<file path="config.mk">
export PLATFORM = sky130hd
export DESIGN_NAME = id_issue_stage
export DESIGN_NICKNAME = d
export VERILOG_FILES = /design/src/rtl/cpu_pkg.sv /design/src/rtl/instr_decode.sv /design/src/rtl/id_issue_stage.sv
export SDC_FILE = /design/constraint.sdc
export NUM_CORES = 1
export LEC_CHECK = 0
export BUFFER_PORTS_ARGS = -buffer_cell sky130_fd_sc_hd__buf_2
export CORE_MARGIN = 2
export CORE_UTILIZATION = 53
export DETAILED_ROUTE_END_ITERATION = 8
export GPL_ROUTABILITY_DRIVEN = 0
export PLACE_DENSITY = 0.85
export SYNTH_ARGS = -nofsm -noshare
export SYNTH_HDL_FRONTEND = slang
export SYNTH_SLANG_ARGS = --single-unit
</file>
<file path="constraint.sdc">
create_clock -name clk -period 7.75 [get_ports clk]
set_clock_uncertainty 0.1 [all_clocks]
set_input_delay 0.775 -clock clk [delete_from_list [all_inputs] [get_ports clk]]
set_output_delay 0.775 -clock clk [all_outputs]
set_load 0.03 [all_outputs]
</file>
<file path="src/rtl/cpu_pkg.sv">
// Definitions shared across the 16-bit CPU: ALU operation codes, instruction
// opcodes, instruction field layout and the decoded-control bundle.
package cpu_pkg;

    typedef enum logic [3:0] {
        ALU_ADD        = 4'd0,
        ALU_SUB        = 4'd1,
        ALU_EVEN_UPPER = 4'd2,
        ALU_EVEN_LOWER = 4'd3,
        ALU_GTE        = 4'd4,
        ALU_LTZ        = 4'd5,
        ALU_EZ         = 4'd6,
        ALU_EQ         = 4'd7,
        ALU_NE         = 4'd8
    } alu_op_e;

    typedef enum logic [3:0] {
        OPC_ADD  = 4'h0,
        OPC_SUB  = 4'h1,
        OPC_PARU = 4'h2,
        OPC_PARL = 4'h3,
        OPC_BGE  = 4'h4,
        OPC_BLTZ = 4'h5,
        OPC_BEZ  = 4'h6,
        OPC_BEQ  = 4'h7,
        OPC_BNE  = 4'h8,
        OPC_LW   = 4'h9,
        OPC_SW   = 4'hA,
        OPC_ADDI = 4'hB
    } opcode_e;

    // Source of the second ALU operand.
    typedef enum logic [1:0] {
        OP1_REG,
        OP1_ZERO,
        OP1_ZIMM,
        OP1_SIMM
    } op1_sel_e;

    localparam int unsigned INSTR_W = 16;
    localparam int unsigned FIELD_W = 4;
    localparam int unsigned OPC_LSB = 12;
    localparam int unsigned RD_LSB  = 8;
    localparam int unsigned RS_LSB  = 4;
    localparam int unsigned RT_LSB  = 0;

    localparam logic [INSTR_W-1:0] NOP_INSTR = '0;

    typedef struct packed {
        alu_op_e  operation;
        op1_sel_e op1_sel;
        logic     wr_en;
        logic     is_branch;
        logic     is_load;
        logic     is_store;
        logic     uses_rs;
        logic     uses_rt;
        logic     illegal;
    } ctrl_t;

    localparam ctrl_t CTRL_NOP = '0;

    function automatic logic [FIELD_W-1:0] field(input logic [INSTR_W-1:0] instr,
                                                 input int unsigned lsb);
        return instr[lsb +: FIELD_W];
    endfunction

endpackage

</file>
<file path="src/rtl/instr_decode.sv">
// Combinational opcode decoder: ALU operation, operand sources, register
// usage and control flags for one instruction.
module instr_decode
    import cpu_pkg::*;
(
    input  logic [FIELD_W-1:0] opc,
    output ctrl_t              ctrl
);

    always_comb begin
        ctrl = CTRL_NOP;
        case (opc)
            OPC_ADD: begin
                ctrl.operation = ALU_ADD;
                ctrl.op1_sel   = OP1_REG;
                ctrl.wr_en     = 1'b1;
                ctrl.uses_rs   = 1'b1;
                ctrl.uses_rt   = 1'b1;
            end
            OPC_SUB: begin
                ctrl.operation = ALU_SUB;
                ctrl.op1_sel   = OP1_REG;
                ctrl.wr_en     = 1'b1;
                ctrl.uses_rs   = 1'b1;
                ctrl.uses_rt   = 1'b1;
            end
            OPC_PARU: begin
                ctrl.operation = ALU_EVEN_UPPER;
                ctrl.op1_sel   = OP1_ZERO;
                ctrl.wr_en     = 1'b1;
                ctrl.uses_rs   = 1'b1;
            end
            OPC_PARL: begin
                ctrl.operation = ALU_EVEN_LOWER;
                ctrl.op1_sel   = OP1_ZERO;
                ctrl.wr_en     = 1'b1;
                ctrl.uses_rs   = 1'b1;
            end
            OPC_BGE: begin
                ctrl.operation = ALU_GTE;
                ctrl.op1_sel   = OP1_REG;
                ctrl.is_branch = 1'b1;
                ctrl.uses_rs   = 1'b1;
                ctrl.uses_rt   = 1'b1;
            end
            OPC_BLTZ: begin
                ctrl.operation = ALU_LTZ;
                ctrl.op1_sel   = OP1_ZERO;
                ctrl.is_branch = 1'b1;
                ctrl.uses_rs   = 1'b1;
            end
            OPC_BEZ: begin
                ctrl.operation = ALU_EZ;
                ctrl.op1_sel   = OP1_ZERO;
                ctrl.is_branch = 1'b1;
                ctrl.uses_rs   = 1'b1;
            end
            OPC_BEQ: begin
                ctrl.operation = ALU_EQ;
                ctrl.op1_sel   = OP1_REG;
                ctrl.is_branch = 1'b1;
                ctrl.uses_rs   = 1'b1;
                ctrl.uses_rt   = 1'b1;
            end
            OPC_BNE: begin
                ctrl.operation = ALU_NE;
                ctrl.op1_sel   = OP1_REG;
                ctrl.is_branch = 1'b1;
                ctrl.uses_rs   = 1'b1;
                ctrl.uses_rt   = 1'b1;
            end
            OPC_LW: begin
                ctrl.operation = ALU_ADD;
                ctrl.op1_sel   = OP1_ZIMM;
                ctrl.wr_en     = 1'b1;
                ctrl.is_load   = 1'b1;
                ctrl.uses_rs   = 1'b1;
            end
            OPC_SW: begin
                // Address is rs+0; rt only supplies the store data.
                ctrl.operation = ALU_ADD;
                ctrl.op1_sel   = OP1_ZERO;
                ctrl.is_store  = 1'b1;
                ctrl.uses_rs   = 1'b1;
                ctrl.uses_rt   = 1'b1;
            end
            OPC_ADDI: begin
                ctrl.operation = ALU_ADD;
                ctrl.op1_sel   = OP1_SIMM;
                ctrl.wr_en     = 1'b1;
                ctrl.uses_rs   = 1'b1;
            end
            default: begin
                ctrl.illegal = 1'b1;
            end
        endcase
    end

endmodule

</file>
<file path="src/rtl/id_issue_stage.sv">
// Decode/issue stage: fetch handshake, operand read with writeback bypass,
// load-use and flush handling, and the ID/EX pipeline register.
module id_issue_stage
    import cpu_pkg::*;
#(
    parameter int XLEN = 16,
    parameter int NREG = 16
) (
    input  logic                    clk,
    input  logic                    rst,
    input  logic                    if_valid,
    input  logic [XLEN-1:0]         if_instr,
    input  logic [XLEN-1:0]         if_pc,
    output logic                    if_ready,
    output logic [$clog2(NREG)-1:0] rf_raddr0,
    output logic [$clog2(NREG)-1:0] rf_raddr1,
    input  logic [XLEN-1:0]         rf_rdata0,
    input  logic [XLEN-1:0]         rf_rdata1,
    input  logic                    wb_we,
    input  logic [$clog2(NREG)-1:0] wb_addr,
    input  logic [XLEN-1:0]         wb_data,
    input  logic                    flush,
    input  logic                    ex_ready,
    output logic                    ex_valid,
    output logic [3:0]              ex_operation,
    output logic [XLEN-1:0]         ex_readData0,
    output logic [XLEN-1:0]         ex_readData1,
    output logic [XLEN-1:0]         ex_store_data,
    output logic [$clog2(NREG)-1:0] ex_rd,
    output logic [$clog2(NREG)-1:0] ex_rs,
    output logic [$clog2(NREG)-1:0] ex_rt,
    output logic                    ex_wr_en,
    output logic                    ex_is_branch,
    output logic                    ex_is_load,
    output logic                    ex_is_store,
    output logic [XLEN-1:0]         ex_branch_target,
    output logic                    illegal,
    output logic [15:0]             stall_count
);

    localparam int AW = $clog2(NREG);

    typedef struct packed {
        logic            valid;
        logic [3:0]      operation;
        logic [XLEN-1:0] data0;
        logic [XLEN-1:0] data1;
        logic [XLEN-1:0] store_data;
        logic [AW-1:0]   rd;
        logic [AW-1:0]   rs;
        logic [AW-1:0]   rt;
        logic            wr_en;
        logic            is_branch;
        logic            is_load;
        logic            is_store;
        logic [XLEN-1:0] target;
    } idex_t;

    ctrl_t               dec;
    logic [FIELD_W-1:0]  opc;
    logic [FIELD_W-1:0]  imm;
    logic [FIELD_W-1:0]  off;
    logic [AW-1:0]       rd;
    logic [AW-1:0]       rs;
    logic [AW-1:0]       rt;
    logic [XLEN-1:0]     op_a;
    logic [XLEN-1:0]     op_b;
    logic [XLEN-1:0]     imm_sext;
    logic [XLEN-1:0]     off_sext;
    logic                hold;
    logic                load_use;
    logic                illegal_set;
    logic                stall_inc;
    logic                idex_en;
    idex_t               idex_q;
    idex_t               idex_d;
    idex_t               issue;

    assign opc = field(if_instr, OPC_LSB);
    assign imm = field(if_instr, RT_LSB);
    assign off = field(if_instr, RD_LSB);
    assign rd  = AW'(field(if_instr, RD_LSB));
    assign rs  = AW'(field(if_instr, RS_LSB));
    assign rt  = AW'(field(if_instr, RT_LSB));

    assign imm_sext = {{(XLEN-FIELD_W){imm[FIELD_W-1]}}, imm};
    assign off_sext = {{(XLEN-FIELD_W){off[FIELD_W-1]}}, off};

    instr_decode u_decode (
        .opc  (opc),
        .ctrl (dec)
    );

    assign rf_raddr0 = rs;
    assign rf_raddr1 = rt;

    // r0 is hard zero; a same-cycle writeback overrides the register file.
    assign op_a = (rs == '0) ? '0 : ((wb_we && wb_addr == rs) ? wb_data : rf_rdata0);
    assign op_b = (rt == '0) ? '0 : ((wb_we && wb_addr == rt) ? wb_data : rf_rdata1);

    assign hold     = idex_q.valid & ~ex_ready;
    assign load_use = if_valid & idex_q.valid & idex_q.is_load & (idex_q.rd != '0)
                    & ((dec.uses_rs & (rs == idex_q.rd)) | (dec.uses_rt & (rt == idex_q.rd)));

    assign if_ready    = ~rst & (flush | (~hold & ~load_use));
    assign illegal_set = if_valid & if_ready & ~flush & dec.illegal;

    always_comb begin
        issue            = '0;
        issue.valid      = 1'b1;
        issue.operation  = dec.operation;
        issue.data0      = dec.uses_rs ? op_a : '0;
        case (dec.op1_sel)
            OP1_REG:  issue.data1 = op_b;
            OP1_ZIMM: issue.data1 = {{(XLEN-FIELD_W){1'b0}}, imm};
            OP1_SIMM: issue.data1 = imm_sext;
            default:  issue.data1 = '0;
        endcase
        issue.store_data = dec.is_store ? op_b : '0;
        issue.rd         = dec.wr_en ? rd : '0;
        issue.rs         = dec.uses_rs ? rs : '0;
        issue.rt         = dec.uses_rt ? rt : '0;
        issue.wr_en      = dec.wr_en;
        issue.is_branch  = dec.is_branch;
        issue.is_load    = dec.is_load;
        issue.is_store   = dec.is_store;
        issue.target     = dec.is_branch ? (if_pc + XLEN'(1) + off_sext) : '0;
    end

    // Priority: flush > EX hold > load-use bubble > issue; illegal issues a bubble.
    always_comb begin
        idex_en   = 1'b1;
        idex_d    = '0;
        stall_inc = 1'b0;
        if (flush) begin
            idex_d = '0;
        end else if (hold) begin
            idex_en = 1'b0;
        end else if (load_use) begin
            stall_inc = 1'b1;
        end else if (if_valid && !dec.illegal) begin
            idex_d = issue;
        end
    end

    always_ff @(posedge clk) begin
        if (rst) begin
            idex_q      <= '0;
            illegal     <= 1'b0;
            stall_count <= '0;
        end else begin
            if (idex_en) begin
                idex_q <= idex_d;
            end
            if (illegal_set) begin
                illegal <= 1'b1;
            end
            if (stall_inc && stall_count != '1) begin
                stall_count <= stall_count + 16'd1;
            end
        end
    end

    assign ex_valid         = idex_q.valid;
    assign ex_operation     = idex_q.operation;
    assign ex_readData0     = idex_q.data0;
    assign ex_readData1     = idex_q.data1;
    assign ex_store_data    = idex_q.store_data;
    assign ex_rd            = idex_q.rd;
    assign ex_rs            = idex_q.rs;
    assign ex_rt            = idex_q.rt;
    assign ex_wr_en         = idex_q.wr_en;
    assign ex_is_branch     = idex_q.is_branch;
    assign ex_is_load       = idex_q.is_load;
    assign ex_is_store      = idex_q.is_store;
    assign ex_branch_target = idex_q.target;

endmodule

</file>
==> implementation parameters <==
Parameter                              Value

Hold path
  Depth of the worst hold-timing path ... 2
  Launch instance of the worst min-delay path ... ex_readData0[13]
  Worst hold path type ... reg -> reg
  Endpoint with the worst hold slack ... ex_readData0[13]

Placement
  Cell Area, Placed ... 6370 um^2
  Port Buffers ... 200
  DP Wirelength ... 11.4 mm

Timing
  Slew @ Worst Pin ... 1.02 ns
  Share of the clock period used by the worst path ... 0.429
  Worst max-slew margin expressed relative to the limit ... 0.318
  Final number of hold-violating endpoints ... 0
  Minimum period implied by the final worst setup slack ... 3.33 ns
  Final TNS setup ... 0 ns
  Setup repair after global routing missed its margin ... false
  Final number of max-transition violations ... 0
  F_max ... 301 MHz
  Total setup violations reported at the end of the flow ... 0

Setup path
  Crit Path Category ... in -> out
  FF-to-FF End ... ex_store_data[0]
  Crit. End Element ... output pin
  FF-to-FF setup slack ... a little over 5 ns
  FF-to-FF Start ... ex_rd[0]
  R2r worst-path depth ... 6
  Required time at the worst-slack endpoint ... 6.88 ns
  CP max FO ... 10
  Worst Path Arrival ... ~2.5 ns
  Worst Setup Start Kind ... primary input

Clock tree
  Total CTS buffers ... 9
  Setup Buffers After CTS ... 0
  Max Root-Sink Buffers ... 2
  Master cell of the clock root buffer ... clkbuf_8
  Clock Latency Late Sink ... 0.36 ns
  Clock slew at reported path FFs ... 0.10 ns
  Number of buffers inserted by hold repair at cts ... 0
  CTS HTree Levels ... 3
  Cts repair resizes ... 0
  Number of sinks on the clock net ... 102
  CTS tree ... yes

Power
  Clock network fraction of design power ... 0.337
  Power per standard cell area ... 164 nW/um^2
  Sw Pwr ... 0.304 mW
  Total power ... 1.08 mW
  Cell internal power dissipation ... 0.778 mW
  Sw Share ... 0.281
  IR Drop Worst-Case VDD ... 0.000108 V
  Fraction of power consumed by sequential logic ... 0.495
  Part of the total power dissipated in combinational logic ... 0.168
  Static leakage ... 2.86 nW

Layout
  Cell area after layout ... 6590 um^2
  Area of combinational cells with multiple inputs ... between 3000 and 4000 um^2
  Count of filler cells inserted in the layout ... 842
  Final #Nets ... 907
  Post-layout util ... 0.674
  Fraction of final layout cells sized beyond drive strength 1 ... 0.293
  Storage cell area ... 2040 um^2
  Number of diodes ... 0
  Layout area overhead ... 23.8%

Synth
  Post-synth EDFFs ... 0
  Fraction of registers with async set/reset ... 0
  Library cells used by synthesis ... 55
  Total of flip-flops plus latches after synthesis ... 102
  Synth warnings ... 0
  Share of synthesized area occupied by flip-flops and latches ... 0.384
  Post-Synthesis Net Count ... 732
  Post-synthesis cell count ... 625
  Predominant post-synthesis flop cell ... dfxtp_1
  Cell Area, Synth ... roughly 5300 um^2
  Average cell area after synthesis ... 8.51 um^2

Routing
  Avg Vias per Cell ... 5.82
  Number of DRC violations after detailed-routing iteration 0 ... 335
  Detailed-route DRC error count ... 0
  Antenna Violating Nets Remaining ... 0
  Wirelength, routed ... roughly 15 mm
  Number of vias after detailed routing ... ~5500
  Routed len/inst ... 16.2 um
  Length of the first detailed-routing pass in iterations ... 5

Die
  Ports placed on the boundary ... 201
  Total core area ... 9770 um^2
  Die boundary height ... 104 um
  Die boundary width ... about 100 um
  Die outline area ... 10900 um^2
  Number of core rows ... 36
  Starting Density ... 0.544

Global routing
  Via count of the first global-routing pass ... 5244
  Total routing usage reported by global routing ... 0.274
  Wire length of the first global-routing pass ... 24.7 mm
  Largest net degree at the start of global routing ... 93
  Number of antenna violations at the first check in global routing ... 0
  Remaining global-route overflow ... 0

Outcome
  Status ... finished, final reports clean

Job
  Number of maximum-capacitance constraint violations ... 0
==> worst max-delay path, cell delays in order <==
cell	delay, ns
buf_2	0.16
or3b_1	0.24
and3_1	0.20
a2bb2oi_1	0.53
o21ai_0	0.16
a21oi_1	0.16
buf_2	0.22
==> power by group through the flow <==
stage          clock, mW  sequential [mW]  combinational [mW]
6_report           0.364            0.536               0.182
3_5_place_dp           0            0.548               0.179
4_1_cts            0.368            0.536               0.180
3_3_place_gp           0            0.548               0.174
5_1_grt            0.387            0.537               0.198
2_1_floorplan          0            0.562               0.105
==> state kept, by name, summed over array words and instances, names as in the netlist, 4 cells and up <==
signal	count
ex_operation	4
ex_store_data	16
ex_readData0	16
stall_count	16
ex_rs	4
ex_branch_target	16
ex_rt	4
ex_readData1	16
ex_rd	4
==> placed cells by master (no fill, tap or decap), drive strengths merged, types with 9 or more instances in the layout <==
master | Yosys | final
a22oi | 9 | 9
inv | 13 | 14
or3 | 40 | 40
xor2 | 14 | 14
o21ai | 30 | 30
a31oi | 13 | 13
dfxtp | 102 | 102
clkbuf | 31 | 12
mux2i | 33 | 33
ha | 16 | 16
nor2 | 48 | 48
nor3 | 13 | 13
and3 | 9 | 9
buf | 13 | 208
a21oi | 47 | 47
nand4 | 11 | 11
xnor2 | 15 | 15
nand2 | 65 | 65
a32oi | 17 | 17
nand3 | 11 | 11
==> how the worst max path moves through the flow <==
| stage | end | from |
|---|---|---|
| floorplan | if_ready | if_instr[15] |
| global placement | if_ready | if_instr[15] |
| detailed placement | if_ready | if_instr[15] |
| CTS | if_ready | if_instr[15] |
| global route | if_ready | if_instr[15] |
| finish | if_ready | if_instr[15] |
==> per-stage QoR <==
stage / hold WS, ns / cells / setup WS, ns
after floorplan: 0.480 / 625 / 4.54
after global placement: 0.330 / 922 / 4.51
after detailed placement: 0.339 / 922 / 4.48
after CTS: 0.359 / 938 / 4.48
after global routing: 0.385 / 938 / 4.30
final: 0.357 / 938 / 4.42
==> cells by family (layout without fill, tap and decap cells) <==
kind of cell,after synthesis,after routing,synth area share
AO/OA/AOI/OAI,153,153,0.185
XOR/XNOR,29,29,0.0477
adder cells (fa/ha/maj),17,17,0.0414
buffers and inverters,57,237,0.0482
flip-flops,102,102,0.384
multiplexers,35,35,0.0663
AND/OR/NAND/NOR,232,232,0.228
==> layout make-up <==
cell class,count,area share
multi-input cells,466,0.463
flip-flops and latches,102,0.310
repair buffers,208,0.161
well taps,133,0.0253
clock buffers,12,0.0251
clock inverters,4,0.00798
inverters,13,0.00741
==> Yosys cell counts (8+ instances only) <==
master / count / share of area
dfxtp_1: 102 / 0.38
nand2_1: 65 / 0.046
a21oi_1: 47 / 0.044
nor2_1: 47 / 0.033
or3_1: 40 / 0.047
mux2i_1: 33 / 0.062
clkbuf_1: 31 / 0.022
o21ai_0: 30 / 0.028
a32oi_1: 17 / 0.028
ha_1: 16 / 0.038
xnor2_1: 15 / 0.025
xor2_1: 14 / 0.023
a31oi_1: 13 / 0.015
inv_1: 13 / 0.0092
nor3_1: 13 / 0.012
nand3_1: 11 / 0.010
nand4_1: 10 / 0.012
a22oi_1: 9 / 0.013
and3_1: 9 / 0.011
buf_4: 8 / 0.011
==> routing by layer <==
layer  vias up  share of wire  GRT usage  wire length, um
li1       2616              -          -                -
met1      2577           0.41      0.337             6240
met2       240           0.50      0.483             7630
met3        25          0.065     0.0414              982
met4         0          0.022      0.108              337
met5         -              0          0                0
(Power assumes the default switching activity.)
